**config.mk**
```make
export PLATFORM = sky130hd
export DESIGN_NAME = data_sramlike_axi_bridge
export DESIGN_NICKNAME = d
export VERILOG_FILES = /design/src/rtl/data_sramlike_axi_bridge.sv
export SDC_FILE = /design/constraint.sdc
export NUM_CORES = 1
export LEC_CHECK = 0
export ABC_AREA = 1
export BUFFER_PORTS_ARGS = -buffer_cell sky130_fd_sc_hd__clkbuf_2
export CAP_MARGIN = 20
export CORE_MARGIN = 2
export CORE_UTILIZATION = 49
export DETAILED_ROUTE_END_ITERATION = 6
export GPL_ROUTABILITY_DRIVEN = 1
export PLACE_DENSITY = 0.87
export SYNTH_ARGS = -nofsm -noshare
export SYNTH_HDL_FRONTEND = slang
export SYNTH_SLANG_ARGS = --single-unit
```
**constraint.sdc**
```tcl
create_clock -name clk -period 6.3 [get_ports clk]
set_input_delay 0.63 -clock clk [delete_from_list [all_inputs] [get_ports clk]]
set_output_delay 0.63 -clock clk [all_outputs]
set_load 0.02 [all_outputs]
```
**src/rtl/data_sramlike_axi_bridge.sv**
```systemverilog
`default_nettype none
// ============================================================================
// Module   : data_sramlike_axi_bridge
// Brief    : Data-side SRAM-like slave port to single-beat AXI read/write
//            master. One transaction in flight; request fields are latched
//            at the address handshake.
// Options  : DATA_BRIDGE_EARLY_WRITE_ACK_EN - report write completion once
//            AW and W have both handshaken, without waiting for B.
// Revision : 1.0 - initial release
// ============================================================================
module data_sramlike_axi_bridge #(
    parameter logic [31:0] PHYS_MASK = 32'h1FFF_FFFF,
    parameter int          TIMEOUT_W = 0
) (
    input  logic        clk,
    input  logic        rst,
    // SRAM-like side
    input  logic        data_req,
    input  logic        data_wr,
    input  logic [1:0]  data_size,
    input  logic [31:0] data_addr,
    input  logic [31:0] data_wdata,
    output logic        data_addr_ok,
    output logic        data_data_ok,
    output logic [31:0] data_rdata,
    // AXI read address / data
    output logic [31:0] araddr,
    output logic [2:0]  arsize,
    output logic        arvalid,
    input  logic        arready,
    input  logic [31:0] rdata,
    input  logic        rvalid,
    output logic        rready,
    // AXI write address / data / response
    output logic [31:0] awaddr,
    output logic [2:0]  awsize,
    output logic        awvalid,
    input  logic        awready,
    output logic [31:0] wdata,
    output logic [3:0]  wstrb,
    output logic        wvalid,
    input  logic        wready,
    input  logic        bvalid,
    output logic        bready
);

    // No timeout logic exists; any other value is a configuration error.
    generate
        if (TIMEOUT_W != 0) begin : g_timeout_unsupported
            $error("data_sramlike_axi_bridge: TIMEOUT_W must be 0");
        end
    endgenerate

    typedef enum logic [2:0] {
        ST_IDLE   = 3'd0,
        ST_RD_AR  = 3'd1,
        ST_RD_R   = 3'd2,
        ST_WR_REQ = 3'd3,
        ST_WR_B   = 3'd4,
        ST_DONE   = 3'd5
    } state_t;

    state_t      state_q,   state_d;
    logic [31:0] addr_q,    addr_d;
    logic [1:0]  size_q,    size_d;
    logic [31:0] wdata_q,   wdata_d;
    logic [3:0]  wstrb_q,   wstrb_d;
    logic        aw_done_q, aw_done_d;
    logic        w_done_q,  w_done_d;
    logic [31:0] rdata_q,   rdata_d;
`ifdef DATA_BRIDGE_EARLY_WRITE_ACK_EN
    logic        early_ok_q, early_ok_d;
`endif

    logic [3:0]  w_req_wstrb;

    // Byte-lane strobes derived from the request size and low address bits.
    always_comb begin
        w_req_wstrb = 4'b1111;
        case (data_size)
            2'd0:    w_req_wstrb = 4'b0001 << data_addr[1:0];
            2'd1:    w_req_wstrb = 4'b0011 << {data_addr[1], 1'b0};
            default: w_req_wstrb = 4'b1111;
        endcase
    end

    // Next-state and handshake outputs; everything defaults to idle values.
    always_comb begin
        state_d      = state_q;
        addr_d       = addr_q;
        size_d       = size_q;
        wdata_d      = wdata_q;
        wstrb_d      = wstrb_q;
        aw_done_d    = aw_done_q;
        w_done_d     = w_done_q;
        rdata_d      = rdata_q;
`ifdef DATA_BRIDGE_EARLY_WRITE_ACK_EN
        early_ok_d   = 1'b0;
`endif
        data_addr_ok = 1'b0;
        data_data_ok = 1'b0;
        arvalid      = 1'b0;
        rready       = 1'b0;
        awvalid      = 1'b0;
        wvalid       = 1'b0;
        bready       = 1'b0;
        case (state_q)
            ST_IDLE: begin
                data_addr_ok = data_req;
                if (data_req) begin
                    addr_d    = data_addr & PHYS_MASK;
                    size_d    = data_size;
                    wdata_d   = data_wdata;
                    wstrb_d   = w_req_wstrb;
                    aw_done_d = 1'b0;
                    w_done_d  = 1'b0;
                    state_d   = data_wr ? ST_WR_REQ : ST_RD_AR;
                end
            end
            ST_RD_AR: begin
                arvalid = 1'b1;
                if (arready) begin
                    state_d = ST_RD_R;
                end
            end
            ST_RD_R: begin
                rready = 1'b1;
                if (rvalid) begin
                    rdata_d = rdata;
                    state_d = ST_DONE;
                end
            end
            ST_WR_REQ: begin
                // AW and W retire independently, in either order.
                awvalid   = !aw_done_q;
                wvalid    = !w_done_q;
                aw_done_d = aw_done_q | awready;
                w_done_d  = w_done_q | wready;
                if (aw_done_d && w_done_d) begin
                    state_d = ST_WR_B;
`ifdef DATA_BRIDGE_EARLY_WRITE_ACK_EN
                    early_ok_d = 1'b1;
`endif
                end
            end
            ST_WR_B: begin
                bready = 1'b1;
`ifdef DATA_BRIDGE_EARLY_WRITE_ACK_EN
                // Completion was pulsed on entry, so B returns straight to idle.
                data_data_ok = early_ok_q;
                if (bvalid) begin
                    state_d = ST_IDLE;
                end
`else
                if (bvalid) begin
                    state_d = ST_DONE;
                end
`endif
            end
            ST_DONE: begin
                data_data_ok = 1'b1;
                state_d      = ST_IDLE;
            end
            default: begin
                state_d = ST_IDLE;
            end
        endcase
    end

    // State and latched request fields; async reset aborts any transaction.
    always_ff @(posedge clk or posedge rst) begin
        if (rst) begin
            state_q    <= ST_IDLE;
            addr_q     <= 32'd0;
            size_q     <= 2'd0;
            wdata_q    <= 32'd0;
            wstrb_q    <= 4'd0;
            aw_done_q  <= 1'b0;
            w_done_q   <= 1'b0;
            rdata_q    <= 32'd0;
`ifdef DATA_BRIDGE_EARLY_WRITE_ACK_EN
            early_ok_q <= 1'b0;
`endif
        end else begin
            state_q    <= state_d;
            addr_q     <= addr_d;
            size_q     <= size_d;
            wdata_q    <= wdata_d;
            wstrb_q    <= wstrb_d;
            aw_done_q  <= aw_done_d;
            w_done_q   <= w_done_d;
            rdata_q    <= rdata_d;
`ifdef DATA_BRIDGE_EARLY_WRITE_ACK_EN
            early_ok_q <= early_ok_d;
`endif
        end
    end

    // Channel payloads are zero whenever their valid is low.
    assign araddr     = arvalid ? addr_q : 32'd0;
    assign arsize     = arvalid ? {1'b0, size_q} : 3'd0;
    assign awaddr     = awvalid ? addr_q : 32'd0;
    assign awsize     = awvalid ? {1'b0, size_q} : 3'd0;
    assign wdata      = wvalid ? wdata_q : 32'd0;
    assign wstrb      = wvalid ? wstrb_q : 4'd0;
    assign data_rdata = rdata_q;

endmodule
`default_nettype wire

```
# --- Yosys cells after proc, flatten, opt, wreduce, memory -nomap -nowiden ---
# Cells that the tools add are included.
# Widths: inputs -> output; s select.
classes:
  eq_ne: 11
  shifts: 2
  muxes: 24
  n_bitwise: 2
  reduce_logical: 10
ops:
  columns: ["op", "n"]
  rows:
  - ["$mux 29", 2]
  - ["$mux 32", 1]
  - ["$mux 3", 5]
  - ["$pmux 3 s5", 1]
  - ["$ne 2x2->1 const B", 5]
  - ["$mux 1", 8]
  - ["$pmux 4 s2", 1]
  - ["$eq 3x2->1 const B", 2]
  - ["$eq 3x3->1 const B", 2]
  - ["$mux 2", 3]
  - ["$reduce_and 2->1", 3]
  - ["$reduce_and 5->1", 1]
  - ["$mux 4", 1]
  - ["$pmux 1 s2", 2]
  - ["$shl 1x2->4 const A", 1]
  - ["$shl 2x2->4 const A", 1]
  - ["$eq 3x1->1 const B", 1]
  - ["$logic_not 3->1", 1]
  - ["$eq 2x1->1 const B", 1]
  - ["$logic_not 1->1", 2]
  - ["$logic_not 2->1", 1]
  - ["$or 1x1->1", 2]
  - ["$reduce_bool 2->1", 1]
  - ["$logic_and 1x1->1", 1]
totals:
  register_bits: 104
  in_bits: 107
  word_cells: 57

# --- Longest topological paths before layout ---
logic_depth:
  depth_word: 4
  depth_mapped: 8
  mapped_depth_nobuf: 8

# --- Least setup slack after synthesis ---
# No wires, ideal clock.
synth_path:
  path_type: "register to output"
  startpoint: "register state_q[0]"
  endpoint: "output wdata[14]"
  arrival_time_ps: 1438
  path_slack_ps: 4232
  path_stages_with_launch: 9
  n_path_buf: 2
  path_cell_list: "dfrtp_1 > buf_4 > nand2_1 > nor2_2 > inv_2 > nor2_4 > inv_4 > buf_6 > nor2_1"
synth_via:
  elab_chain_cells: 3
synth_rtl:
  columns: ["element", "line_no", "rtl"]
  rows:
  - ["from (decl)", "63", "state_t state_q, state_d;"]
  - ["from (signal assigned)", "185", "state_q <= state_d;"]
  - ["$eq 3x2->1", "107", "case (state_q)"]
  - ["$mux 1", "107", null]
  - ["named net wvalid", "41", "output logic wvalid,"]
  - ["$mux 32", "204", "assign wdata = wvalid ? wdata_q : 32'd0;"]
  - ["to (decl)", "39", "output logic [31:0] wdata,"]
# The timed path passes the listed nets, and every way through them passes these cells.

# --- Worst setup path in the final report ---
layout_path:
  startpoint: "register state_q[0]"
  endpoint: "output araddr[12]"
layout_via:
  elab_chain_cells: 3
layout_rtl:
  columns: ["element", "line_no", "rtl"]
  rows:
  - ["$eq 3x1->1", "107", null]
  - ["$mux 1", "107", null]
  - ["$mux 29", "200", "assign araddr = arvalid ? addr_q : 32'd0;"]
  - ["to (decl)", "27", "output logic [31:0] araddr,"]
# No other way between the ends.

==> impl_metrics.env <==
export IMPL_area_delta_synth_final_pct=27.4
export IMPL_synth_edff_count=0
export IMPL_multi_input_area_um2=1660
export IMPL_portBuffers=240
export IMPL_cts_sinks=104
export IMPL_period_share_pct=42.5
export IMPL_remaining_drc_errors=0
export IMPL_required_ns=5.67
export IMPL_crit_path_max_fanout=34
export IMPL_fmax_ghz=0.373
export IMPL_seqPwrFrac_pct=38.4
export IMPL_p_int_mw=1.61
export IMPL_vias=4461
export IMPL_drt_initial_drc_count=314
export IMPL_antenna_found_initial=0
export IMPL_drv_cap=0
export IMPL_grt_pass1_wl_um=19200
export IMPL_die_x_um=104
export IMPL_viasPerCell=4.65
export IMPL_worstPathArrival_ns=2.05
export IMPL_drt_total_wl_um=11600
export IMPL_cts_tree="done"
export IMPL_hpwl_um=8510
export IMPL_die_height_um=104
export IMPL_grt_max_degree=104
export IMPL_clk_latency_ns=0.36
export IMPL_fin_setup_tns_ns=0
export IMPL_post_cts_repair_setup_buffers=0
export IMPL_report_final_slew_viol_count=0
export IMPL_cts_hold_buf=0
export IMPL_die_area_um2=10800
export IMPL_clk_pin_slew_ns=0.11
export IMPL_detail_route_wl_per_cell_um=12.1
export IMPL_cts_root_buffer="clkbuf_8"
export IMPL_overflow=0
export IMPL_finalHoldViolations=0
export IMPL_synth_seq_area_share_pct=53.4
export IMPL_swShare_pct=44.5
export IMPL_ys_flop_type="dfrtp_1"
export IMPL_clkPwrFrac_pct=16.5
export IMPL_coreArea_um2=9730
export IMPL_place_gp_congestion=0.825
export IMPL_first_pass_iters=5
export IMPL_synthCells=603
export IMPL_cp_slowest_cell="dfrtp_1"
export IMPL_ios=252
export IMPL_setup_viol=0
export IMPL_crit_chain="nand3_2 -> nor2_1 -> clkbuf_2"
export IMPL_drtAntennaViolNets=0
export IMPL_async_flop_share_pct=100
export IMPL_nFillCells=849
export IMPL_drive_above_1_share_pct=34.3
export IMPL_ys_types=24
export IMPL_p_switching_mw=1.29
export IMPL_seq_area_um2=2600
export IMPL_crit_path_max_incr_delay_ns=0.58
export IMPL_worst_slew_pin_transition_ns=0.859
export IMPL_cts_inserted_buffers=9
export IMPL_ys_ff_latch=104
export IMPL_powerDensity_nw_per_um2=466
export IMPL_fin_util_pct=63.8
export IMPL_grt_setup_unrepaired="false"
export IMPL_syn_avg_cell_area_um2=8.08
export IMPL_grt_use_total_pct=21.6
export IMPL_peakVddDrop_mv=0.222
export IMPL_std_cell_rows=36
export IMPL_htreeDepth=3
export IMPL_critPathLaunchType="flip-flop"
export IMPL_endpoint_kind="output port"
export IMPL_p_comb_share_pct=45.2
export IMPL_ctsLongestPathBuffers=2
export IMPL_grt_pass1_vias=4061
export IMPL_diodes=0
export IMPL_slew_headroom_pct=42.7
export IMPL_critPathKind="reg -> out"
export IMPL_skew_ns=0.0208
export IMPL_period_minus_slack_ns=2.68
export IMPL_start_util_pct=50.1
export IMPL_leakage_nw=3.56
export IMPL_hold_path_class="in -> async"
export IMPL_status="complete, no violations"
export IMPL_syn_area_um2=4870
export IMPL_cts_resized=0
export IMPL_fin_nets=928
export IMPL_ys_warn_count=0
## cells in the mapped netlist (3+ instances only)
cell type	count	share of area [%]
nand2_1	147	11
dfrtp_1	104	53
nor2_1	93	7.2
inv_1	78	6.0
o21ai_0	56	5.8
nand3_1	33	3.4
o21ai_1	16	1.6
buf_4	14	2.2
buf_6	13	3.0
clkbuf_1	11	0.85
nor2_2	10	1.3
inv_2	5	0.39
nor2_4	5	1.2
buf_2	3	0.31
nand3b_1	3	0.46
## worst paths after layout
path | cells past startpoint | slack, ns | from | to
setup / recovery | 3 | 3.62 | state_q[0] | araddr[12]
hold / removal | 2 | 0.31 | rst | data_rdata[25]
setup reg to reg | 6 | 3.95 | state_q[0] | wstrb_q[2]
hold reg to reg | 2 | 0.48 | data_rdata[1] | data_rdata[1]
max in group asynchronous | 3 | 4.85 | rst | wdata_q[24]
min in group clk | 3 | 0.47 | data_addr[24] | addr_q[24]
## metrics by stage
stage               cells  cell area, um^2  total power [mW]  hold WS [ns]  setup WS [ns]
CTS                   959             6200              2.92         0.312           3.60
global route          959             6200              3.13         0.332           3.43
floorplan             610             4900              2.09         0.453           2.94
global placement      943             5970              2.39         0.454           3.92
finish                959             6200              2.89         0.305           3.62
detailed placement    943             5970              2.43         0.457           3.90
## registers in the layout, indices dropped and copies added, names as in the netlist
signal      flops
size_q          2
data_rdata     32
wdata_q        32
addr_q         29
state_q         3
aw_done_q       1
wstrb_q         4
w_done_q        1
## metal layers
metal / vias up / GRT usage, % / part of all wire (%)
met5: - / 0 / 0
met4: 0 / 8.01 / 1.8
met3: 19 / 3.52 / 5.8
met2: 170 / 38.3 / 51
met1: 2035 / 26.7 / 42
li1: 2237 / - / -
## critical path, delay by kind of cell, from the launching register on
kind	cells	cell delay [ns]
buffers and inverters	1	0.22
flip-flops	1	0.58
AND/OR/NAND/NOR	2	0.91
## power groups by stage
stage / registers (mW) / logic [mW] / clock network, mW
after floorplan: 1.21 / 0.880 / 0
after global placement: 1.11 / 1.28 / 0
after global routing: 1.15 / 1.46 / 0.518
after CTS: 1.11 / 1.32 / 0.490
after detailed placement: 1.12 / 1.31 / 0
final: 1.11 / 1.31 / 0.477
## final cells by class
| class | count | area share (%) |
|---|---|---|
| Clock buffer | 10 | 2.22 |
| Inverter | 84 | 5.18 |
| Clock inverter | 6 | 1.53 |
| Multi-Input combinational cell | 380 | 26.8 |
| Timing Repair Buffer | 242 | 19.6 |
| Tap cell | 133 | 2.68 |
| Sequential cell | 104 | 42.0 |
## kinds of logic after synthesis
| logic type | share of synthesized area, % |
|---|---|
| buffers and inverters | 12.9 |
| AND/OR/NAND/NOR | 25.4 |
| AO/OA/AOI/OAI | 8.12 |
| other | 0.0770 |
| flip-flops | 53.4 |
## layout by cell type (no fill, tap or decap)
| cell type | count |
|---|---|
| nand2_2 | 1 |
| conb_1 | 8 |
| clkinv_2 | 1 |
| bufinv_16 | 2 |
| nor3_1 | 1 |
| o21bai_1 | 2 |
| o21ai_0 | 56 |
| nand2_1 | 147 |
| inv_4 | 2 |
| clkbuf_8 | 10 |
| inv_6 | 4 |
| o211ai_1 | 2 |
| inv_1 | 77 |
| o21ai_1 | 16 |
| nand3_2 | 2 |
| clkbuf_2 | 240 |
| dfrtp_1 | 104 |
| a21oi_1 | 1 |
| nand3_1 | 33 |
| nor2_4 | 5 |
| inv_2 | 4 |
| nand3b_1 | 3 |
| nor2_1 | 93 |
| buf_4 | 2 |
| nor2_2 | 10 |
Power figures use the tool's default switching activity.
